File: src/rtl/counter_pkg.sv
// rtl/counter_pkg.sv - shared types and sizing helpers for full_counter
//   COUNT_W    : width of the count bus
//   fsm_t      : run-control state encoding
//   calc_div   : clock cycles per count step
//   calc_pre_w : prescaler register width for a given divider
package counter_pkg;

    localparam int COUNT_W = 7;

    typedef enum logic [1:0] {
        IDLE  = 2'd0,
        RUN   = 2'd1,
        PAUSE = 2'd2
    } fsm_t;

    function automatic int calc_div(input int clk_hz, input int tick_hz);
        return clk_hz / tick_hz;
    endfunction

    // A divider of 2 still needs one bit to hold 0..1.
    function automatic int calc_pre_w(input int div);
        return (div > 2) ? $clog2(div) : 1;
    endfunction

endpackage

File: src/rtl/btn_cond.sv
// rtl/btn_cond.sv - raw button conditioning: 2-flop sync, optional debounce, rising-edge detect
//   clk       : system clock
//   rst       : synchronous active-high reset
//   btn_raw   : asynchronous active-high button
//   btn_event : one-cycle pulse per accepted press
// Optional debouncer is built when COUNTER_DEBOUNCE_EN is defined.
module btn_cond
    import counter_pkg::*;
#(
    parameter int DEBOUNCE_CYCLES = 1_000_000
) (
    input  logic clk,
    input  logic rst,
    input  logic btn_raw,
    output logic btn_event
);

    logic sync1_q;
    logic sync2_q;
    logic hist_q;
    logic level;

    // Synchronizer and history reset high so a button held through reset
    // cannot look like a fresh press afterwards.
    always_ff @(posedge clk) begin
        if (rst) begin
            sync1_q <= 1'b1;
            sync2_q <= 1'b1;
        end else begin
            sync1_q <= btn_raw;
            sync2_q <= sync1_q;
        end
    end

`ifdef COUNTER_DEBOUNCE_EN
    localparam int DB_W = $clog2(DEBOUNCE_CYCLES + 1);
    localparam logic [DB_W-1:0] DB_LAST = DB_W'(DEBOUNCE_CYCLES - 1);

    logic            deb_q;
    logic [DB_W-1:0] db_cnt_q;

    // The filtered level only follows the synchronized level once it has
    // disagreed for DEBOUNCE_CYCLES consecutive cycles; any agreement in
    // between restarts the count.
    always_ff @(posedge clk) begin
        if (rst) begin
            deb_q    <= 1'b1;
            db_cnt_q <= '0;
        end else if (sync2_q != deb_q) begin
            if (db_cnt_q == DB_LAST) begin
                deb_q    <= sync2_q;
                db_cnt_q <= '0;
            end else begin
                db_cnt_q <= db_cnt_q + 1'b1;
            end
        end else begin
            db_cnt_q <= '0;
        end
    end

    assign level = deb_q;
`else
    logic unused_debounce_cfg;
    assign unused_debounce_cfg = ^DEBOUNCE_CYCLES;
    assign level = sync2_q;
`endif

    always_ff @(posedge clk) begin
        if (rst) begin
            hist_q <= 1'b1;
        end else begin
            hist_q <= level;
        end
    end

    assign btn_event = level & ~hist_q;

endmodule

File: src/rtl/full_counter.sv
// rtl/full_counter.sv - mod-(MAX_COUNT+1) up/down counter with start/stop, clear and load
//   clk            : system clock
//   rst            : synchronous active-high reset
//   btn_start_stop : raw button, toggles RUN/PAUSE, starts from IDLE
//   btn_clear      : raw button, returns to IDLE with count 0
//   up_down        : 1 = count up, 0 = count down
//   load_en        : level load strobe
//   load_val       : value to load, saturated to MAX_COUNT
//   state          : current count, 0..MAX_COUNT
//   tick           : one-cycle pulse on each count step
//   running        : high while in RUN
//   wrap           : one-cycle pulse with tick when the count wraps
// Optional button debouncing: define COUNTER_DEBOUNCE_EN.
module full_counter
    import counter_pkg::*;
#(
    parameter int CLK_HZ          = 50_000_000,
    parameter int TICK_HZ         = 1,
    parameter int MAX_COUNT       = 99,
    parameter int DEBOUNCE_CYCLES = 1_000_000
) (
    input  logic               clk,
    input  logic               rst,
    input  logic               btn_start_stop,
    input  logic               btn_clear,
    input  logic               up_down,
    input  logic               load_en,
    input  logic [COUNT_W-1:0] load_val,
    output logic [COUNT_W-1:0] state,
    output logic               tick,
    output logic               running,
    output logic               wrap
);

    localparam int                 DIV      = calc_div(CLK_HZ, TICK_HZ);
    localparam int                 PRE_W    = calc_pre_w(DIV);
    localparam logic [PRE_W-1:0]   PRE_LAST = PRE_W'(DIV - 1);
    localparam logic [COUNT_W-1:0] MAX_C    = COUNT_W'(MAX_COUNT);

    logic ss_event;
    logic clr_event;

    btn_cond #(
        .DEBOUNCE_CYCLES(DEBOUNCE_CYCLES)
    ) u_btn_start_stop (
        .clk      (clk),
        .rst      (rst),
        .btn_raw  (btn_start_stop),
        .btn_event(ss_event)
    );

    btn_cond #(
        .DEBOUNCE_CYCLES(DEBOUNCE_CYCLES)
    ) u_btn_clear (
        .clk      (clk),
        .rst      (rst),
        .btn_raw  (btn_clear),
        .btn_event(clr_event)
    );

    fsm_t               fsm_q;
    fsm_t               fsm_d;
    logic [PRE_W-1:0]   pre_q;
    logic [PRE_W-1:0]   pre_d;
    logic [COUNT_W-1:0] state_d;
    logic [COUNT_W-1:0] load_sat;
    logic [COUNT_W-1:0] step_val;
    logic               at_limit;
    logic               step_en;

    // A step is due at the end of each full prescaler period in RUN; clear
    // and load both pre-empt it in the same cycle.
    assign step_en  = (fsm_q == RUN) && (pre_q == PRE_LAST) && !clr_event && !load_en;
    assign at_limit = up_down ? (state == MAX_C) : (state == '0);
    assign tick     = step_en;
    assign wrap     = step_en && at_limit;

    assign load_sat = (load_val > MAX_C) ? MAX_C : load_val;

    always_comb begin
        step_val = state;
        if (up_down) begin
            step_val = at_limit ? '0 : state + 1'b1;
        end else begin
            step_val = at_limit ? MAX_C : state - 1'b1;
        end
    end

    // Run control. A start/stop press that coincides with a step still lets
    // the step happen; only the state changes.
    always_comb begin
        fsm_d = fsm_q;
        if (clr_event) begin
            fsm_d = IDLE;
        end else if (!load_en && ss_event) begin
            case (fsm_q)
                IDLE:    fsm_d = RUN;
                RUN:     fsm_d = PAUSE;
                PAUSE:   fsm_d = RUN;
                default: fsm_d = IDLE;
            endcase
        end
    end

    // Prescaler holds through PAUSE so a resume finishes the partial period.
    always_comb begin
        pre_d = pre_q;
        if (clr_event || load_en) begin
            pre_d = '0;
        end else begin
            case (fsm_q)
                RUN:     pre_d = step_en ? '0 : pre_q + 1'b1;
                PAUSE:   pre_d = pre_q;
                default: pre_d = '0;
            endcase
        end
    end

    always_comb begin
        state_d = state;
        if (clr_event) begin
            state_d = '0;
        end else if (load_en) begin
            state_d = load_sat;
        end else if (step_en) begin
            state_d = step_val;
        end
    end

    always_ff @(posedge clk) begin
        if (rst) begin
            fsm_q   <= IDLE;
            pre_q   <= '0;
            state   <= '0;
            running <= 1'b0;
        end else begin
            fsm_q   <= fsm_d;
            pre_q   <= pre_d;
            state   <= state_d;
            running <= (fsm_d == RUN);
        end
    end

endmodule

File: config.mk
export PLATFORM = sky130hd
export DESIGN_NAME = full_counter
export DESIGN_NICKNAME = d
export VERILOG_FILES = /design/src/rtl/counter_pkg.sv /design/src/rtl/btn_cond.sv /design/src/rtl/full_counter.sv
export SDC_FILE = /design/constraint.sdc
export NUM_CORES = 1
export LEC_CHECK = 0
export ABC_CLOCK_PERIOD_IN_PS = 6000
export CAP_MARGIN = 20
export CORE_MARGIN = 2
export CORE_UTILIZATION = 30
export DETAILED_ROUTE_END_ITERATION = 10
export PLACE_DENSITY = 0.45
export SLEW_MARGIN = 20
export SYNTH_ARGS = -nofsm -noshare
export SYNTH_HDL_FRONTEND = slang
export SYNTH_SLANG_ARGS = --single-unit
File: constraint.sdc
create_clock -name clk -period 6 [get_ports clk]
set_input_delay 1.2 -clock clk [delete_from_list [all_inputs] [get_ports clk]]
set_output_delay 1.2 -clock clk [all_outputs]
set_load 0.05 [all_outputs]
# Word level (Yosys, flattened, before mapping)
# Cells that the tools add are included.
[word_totals]
output_inout_bits = 10
ff_bits = 42
input_bits = 13
wordCells = 49
[op_classes]
muxes = 12
magnitude_cmp = 1
bitwise = 4
n_eq_ne = 5
add_sub_neg = 3
n_reduce_logical = 14
[ops]
columns = ["operator", "n"]
rows = [
  ["26-bit case mux with 2 select lines", 1],
  ["7-bit two-way mux", 6],
  ["26-bit by 1-bit adder with 26-bit output, second input constant", 1],
  ["26-bit == test, second input constant", 1],
  ["26-bit two-way mux", 1],
  ["7-bit by 1-bit adder with 7-bit output, second input constant", 1],
  ["7-bit == test, second input constant", 1],
  ["7-bit > comparator, second input constant", 1],
  ["7-bit zero test", 1],
  ["7-bit by 1-bit subtractor with 7-bit output, second input constant", 1],
  ["2-bit OR reduction", 3],
  ["1-bit logical AND", 5],
  ["2-bit by 1-bit == test with 1-bit output, second input constant", 2],
  ["2-bit two-way mux", 2],
  ["2-bit case mux with 2 select lines", 1],
  ["1-bit bitwise AND", 2],
  ["2-bit == test, second input constant", 1],
  ["1-bit zero test", 2],
  ["2-bit zero test", 1],
  ["1-bit NOT", 2],
  ["2-bit nonzero test", 1],
  ["1-bit logical OR", 1],
  ["1-bit two-way mux", 1],
]

# Depth between registers and ports, before layout
[logic_depth]
ltp_word = 7
depth_mapped = 8
mapped_depth_nobuf = 7

# Hierarchy
# From an unflattened synthesis, not the netlist that was laid out.
[unflattened]
hier_cells = 299
area_unflattened_um2 = 2387.3
[by_module_without_submodules]
columns = ["module", "seq_area_each_um2", "cells_each", "n_inst", "area_per_inst_um2"]
rows = [
  ["full_counter", 720.7, 285, 1, 2217.1],
  ["btn_cond", 60.1, 7, 2, 85.1],
]

# Least setup slack after synthesis
# Ideal clock, no wire load.
[synth_timing]
kind = "input to output"
from = "input port load_en"
to = "output port wrap"
arrival_ps = 2819
n_path_buf = 2
t_required_ps = 4800
stages = 4
setup_slack_ps = 1981
cell_sequence = "clkbuf_1 > clkbuf_1 > nor2_1 > and2_1"
[synth_via]
elab_chain_len = 3
[synth_lines]
columns = ["element", "line", "source"]
rows = [
  ["start, declared", "full_counter.sv:27", "input logic load_en,"],
  ["1-bit zero test", "full_counter.sv:73", "assign step_en = (fsm_q == RUN) && (pre_q == PRE_LAST) && !clr_event && !load_en;"],
  ["1-bit logical AND", "full_counter.sv:73", ""],
  ["via tick", "full_counter.sv:30", "output logic tick,"],
  ["1-bit logical AND", "full_counter.sv:76", "assign wrap = step_en && at_limit;"],
  ["end, declared", "full_counter.sv:32", "output logic wrap"],
]
# The timed path passes the listed nets, and every way through them passes these cells.

# Final worst setup path
[layout_timing]
from = "input port up_down"
to = "output port wrap"
[layout_via]
elab_chain_len = 2
[layout_lines]
columns = ["element", "line", "source"]
rows = [
  ["start, declared", "full_counter.sv:26", "input logic up_down,"],
  ["1-bit two-way mux", "full_counter.sv:74", "assign at_limit = up_down ? (state == MAX_C) : (state == '0);"],
  ["1-bit logical AND", "full_counter.sv:76", ""],
]
# No other way between the ends.

==> impl_metrics.ini <==
[outcome]
outcome = complete, no violations

[floorplanning]
fp-row-count = 33
initial_core_util = 0.3058
core_sq_um = 8093
die_area_sq_um = 8992
pin_count = 23
die_w_microns = 94.83
die_y_microns = 94.83

[power_and_ir_drop]
internal-power_mw = 0.4028
pwr_density_cell_nw_per_um2 = 194.1
p_sw_mw = 0.1482
p_leak_nw = 0.8564
p_clk_frac = 0.359
ir_worst_vdd_mv = 0.09410
pwr-share-comb = 0.114
power_mw = 0.5510
swShare = 0.2690
power_frac_seq = 0.527

[synthesis]
synth-compound-area-share = 0.1375
synthMuxAreaShare = 0.06926
synth_top_family_by_area = simple AND/OR/NAND/NOR gates
synth_top_area_share = 0.3397
ys_seq_area_frac = 0.3397
synthesis.area_sq_um = 2475
synthFlopType = dfxtp_1
synthTopCellsByCount = dfxtp_1, nand2_1, a31oi_1
synth_edf_count = 0
synth_fa_ha_area_frac = 0.01517
synth_xor_area_frac = 0.02477
synth_warnings = 0
synth_cells = 306
yosysMostFrequentCell = dfxtp_1
yosys_register_bits = 42
synth_simple_gate_area_frac = 0.3640
async_flop_share = 0
syn-num-nets = 322
avgSynthCellArea_sq_um = 8.088
synth.area.top_cells = dfxtp_1, mux2i_1, a31oi_1, nand4_1, nand2_1
synth_top_area_cell = dfxtp_1
synth_cell_types = 47

[clock_network]
cts_resized = 0
cts.path.max_buffers = 2
htreeDepth = 2
cts_tree = built
cts_hold_buffers = 0
clk_latency_ps = 300
cts_setup_buffers = 0
clk_pin_slew_ps = 80
cts_root_buf = clkbuf_8
cts_sinks = 42
cts_buffers = 5

[setup_path]
r2r_start = pre_q[0]
worstPathCellList = clkdlybuf4s50_1, or4b_2, a21oi_1, and2_1, clkdlybuf4s50_1
path_max_fanout = 14
criticalPathCategory = input pin to output pin
ff2ff_path_depth = 6
ff2ff_setup_slack_ps = 3430
critPathSlowestCell = clkdlybuf4s50_1
cp.required_ps = 4800
crit_family = buffers and inverters
reg2reg_to = state[2]
path_buf_inv = 2
cp_common_cell = clkdlybuf4s50_1
crit_path_end_kind = output pin
cp_data_arrival_time_ps = 3770
cp-start-kind = input pin
critPathMaxStageDelay_ps = 790

[min_path]
worstHoldPathCells = 1
hold_path.startpoint = u_btn_clear.sync1_q
hold_class = flop to flop
whs_endpoint = u_btn_clear.level

[layout]
final_layout_size_suffix_gt1_frac = 0.07500
stdcell_area_sq_um = 2839
fillers = 903
final_nets = 335
areaGrowthSynthToFinish_pct = 14.71
n_antenna_cell = 0

[timing]
finalHoldViolations = 0
setup_viol = 0
hold_slack_ps = 413.0
finalMaxSlewViolations = 0
max_slew_margin = 0.2776
setup-tns-final_ps = 0
fin_crit_sh = 0.8285
rsz0062_at_grt = no
skew_ps = 6.111
min_period_ps = 4971
fmax_mhz = 201.2
fin_ws_ps = 1029
worst_slew_pin_slew_ps = 1075

[route]
drtAntennaViolNets = 0
wl_per_cell_microns = 15.24
viasPerCell = 5.504
drc_errors = 0
drt-initial-drc-count = 124
drt_wl_total_mm = 6.475
vias = 2339
dr.pass1.iters = 4

[placement]
pre_cts_slack_ps = 1004
numPortBuffers = 22
placed_area_sq_um = 2744
hpwl_mm = 4.526
place_congestion = 0.7996

[global_route]
grt_antenna_before_repair = 0
grt_overflow_total = 0
grt_max_degree = 40
grt_usage = 0.1526
grt_pass1_wl_mm = 10.75
grt_pass1_vias = 2158

[job]
maxCapViolCount = 0
==> logic make-up (layout without fill, tap and decap cells) <==
family / after synthesis / in the layout
AOI/OAI and AO/OA: 55 / 55
xor gates and xnor gates: 7 / 7
adders and majority gates: 3 / 3
buffers and inverters: 24 / 38
DFF: 42 / 42
muxes: 17 / 17
and+or+nand+nor: 158 / 158
==> cell type report <==
| cell class | count | area, sq um | share of cell area |
|---|---|---|---|
| Timing Repair Buffer | 24 | 235.2 | 0.08286 |
| Clock buffer | 6 | 82.58 | 0.02909 |
| Sequential cell | 42 | 840.8 | 0.2962 |
| Tap cell | 105 | 131.4 | 0.04628 |
| Multi-Input combinational cell | 240 | 1514 | 0.5333 |
| Inverter | 6 | 22.52 | 0.007933 |
| Clock inverter | 2 | 12.51 | 0.004407 |
==> how the worst max path moves through the flow <==
stage | from | endpoint | slack (ps) | cells after the start
6_report | up_down | wrap | 1030 | 5
5_1_grt | up_down | wrap | 870 | 5
4_1_cts | up_down | wrap | 1010 | 5
3_5_place_dp | up_down | wrap | 1000 | 5
3_3_place_gp | up_down | wrap | 1050 | 5
2_1_floorplan | load_en | wrap | 1980 | 4
==> power groups by stage <==
stage	clock, mW	sequential, mW	combinational [mW]
CTS	0.205	0.290	0.0630
finish	0.198	0.290	0.0630
floorplan	0	0.305	0.0314
detailed placement	0	0.297	0.0624
global route	0.218	0.292	0.0683
global placement	0	0.297	0.0635
==> per-layer routing <==
layer,GRT usage,up-vias,share of wire
met3,0.02713,7,0.046
met4,0.04348,0,0.012
met5,0,-,0
met2,0.2335,44,0.44
li1,-,1186,-
met1,0.2191,1102,0.50
==> layout by cell type, fill, tap and decap left out, types with 3 or more instances in the layout <==
cell / instances
or2_2: 8
nor2b_1: 4
nand2_1: 28
nand4_1: 18
nand3b_1: 5
or4_1: 3
and3_1: 8
dfxtp_1: 42
nor4b_1: 6
and2_1: 3
nand3_1: 21
a31oi_1: 23
nor2_1: 20
a21oi_1: 5
o21ai_0: 16
clkbuf_8: 6
or3_1: 4
nor3_1: 7
and4_1: 4
nor4_1: 7
mux2i_1: 16
clkdlybuf4s50_1: 22
ha_1: 3
inv_1: 6
xnor2_1: 5
==> state kept, by name, summed over array words and instances (netlist names) <==
signal and count:
running 1, pre_q 26, u_btn_start_stop.hist_q 1, fsm_q 2, u_btn_clear.hist_q 1, u_btn_clear.sync1_q 1, u_btn_clear.level 1, u_btn_start_stop.level 1
u_btn_start_stop.sync1_q 1, state 7
==> stage by stage <==
stage / util / std cells
finish: 0.3508 / 425
global route: 0.3508 / 425
CTS: 0.3508 / 425
detailed placement: 0.3391 / 417
global placement: 0.3391 / 417
floorplan: - / 306
==> worst register-to-register path, delay by kind of cell, from the launching register on <==
family                     cells  cell delay, ps
AOI/OAI and AO/OA              1             180
adders and majority gates      1             250
and+or+nand+nor                4            1680
DFF                            1             400
Power figures use the tool's default switching activity.
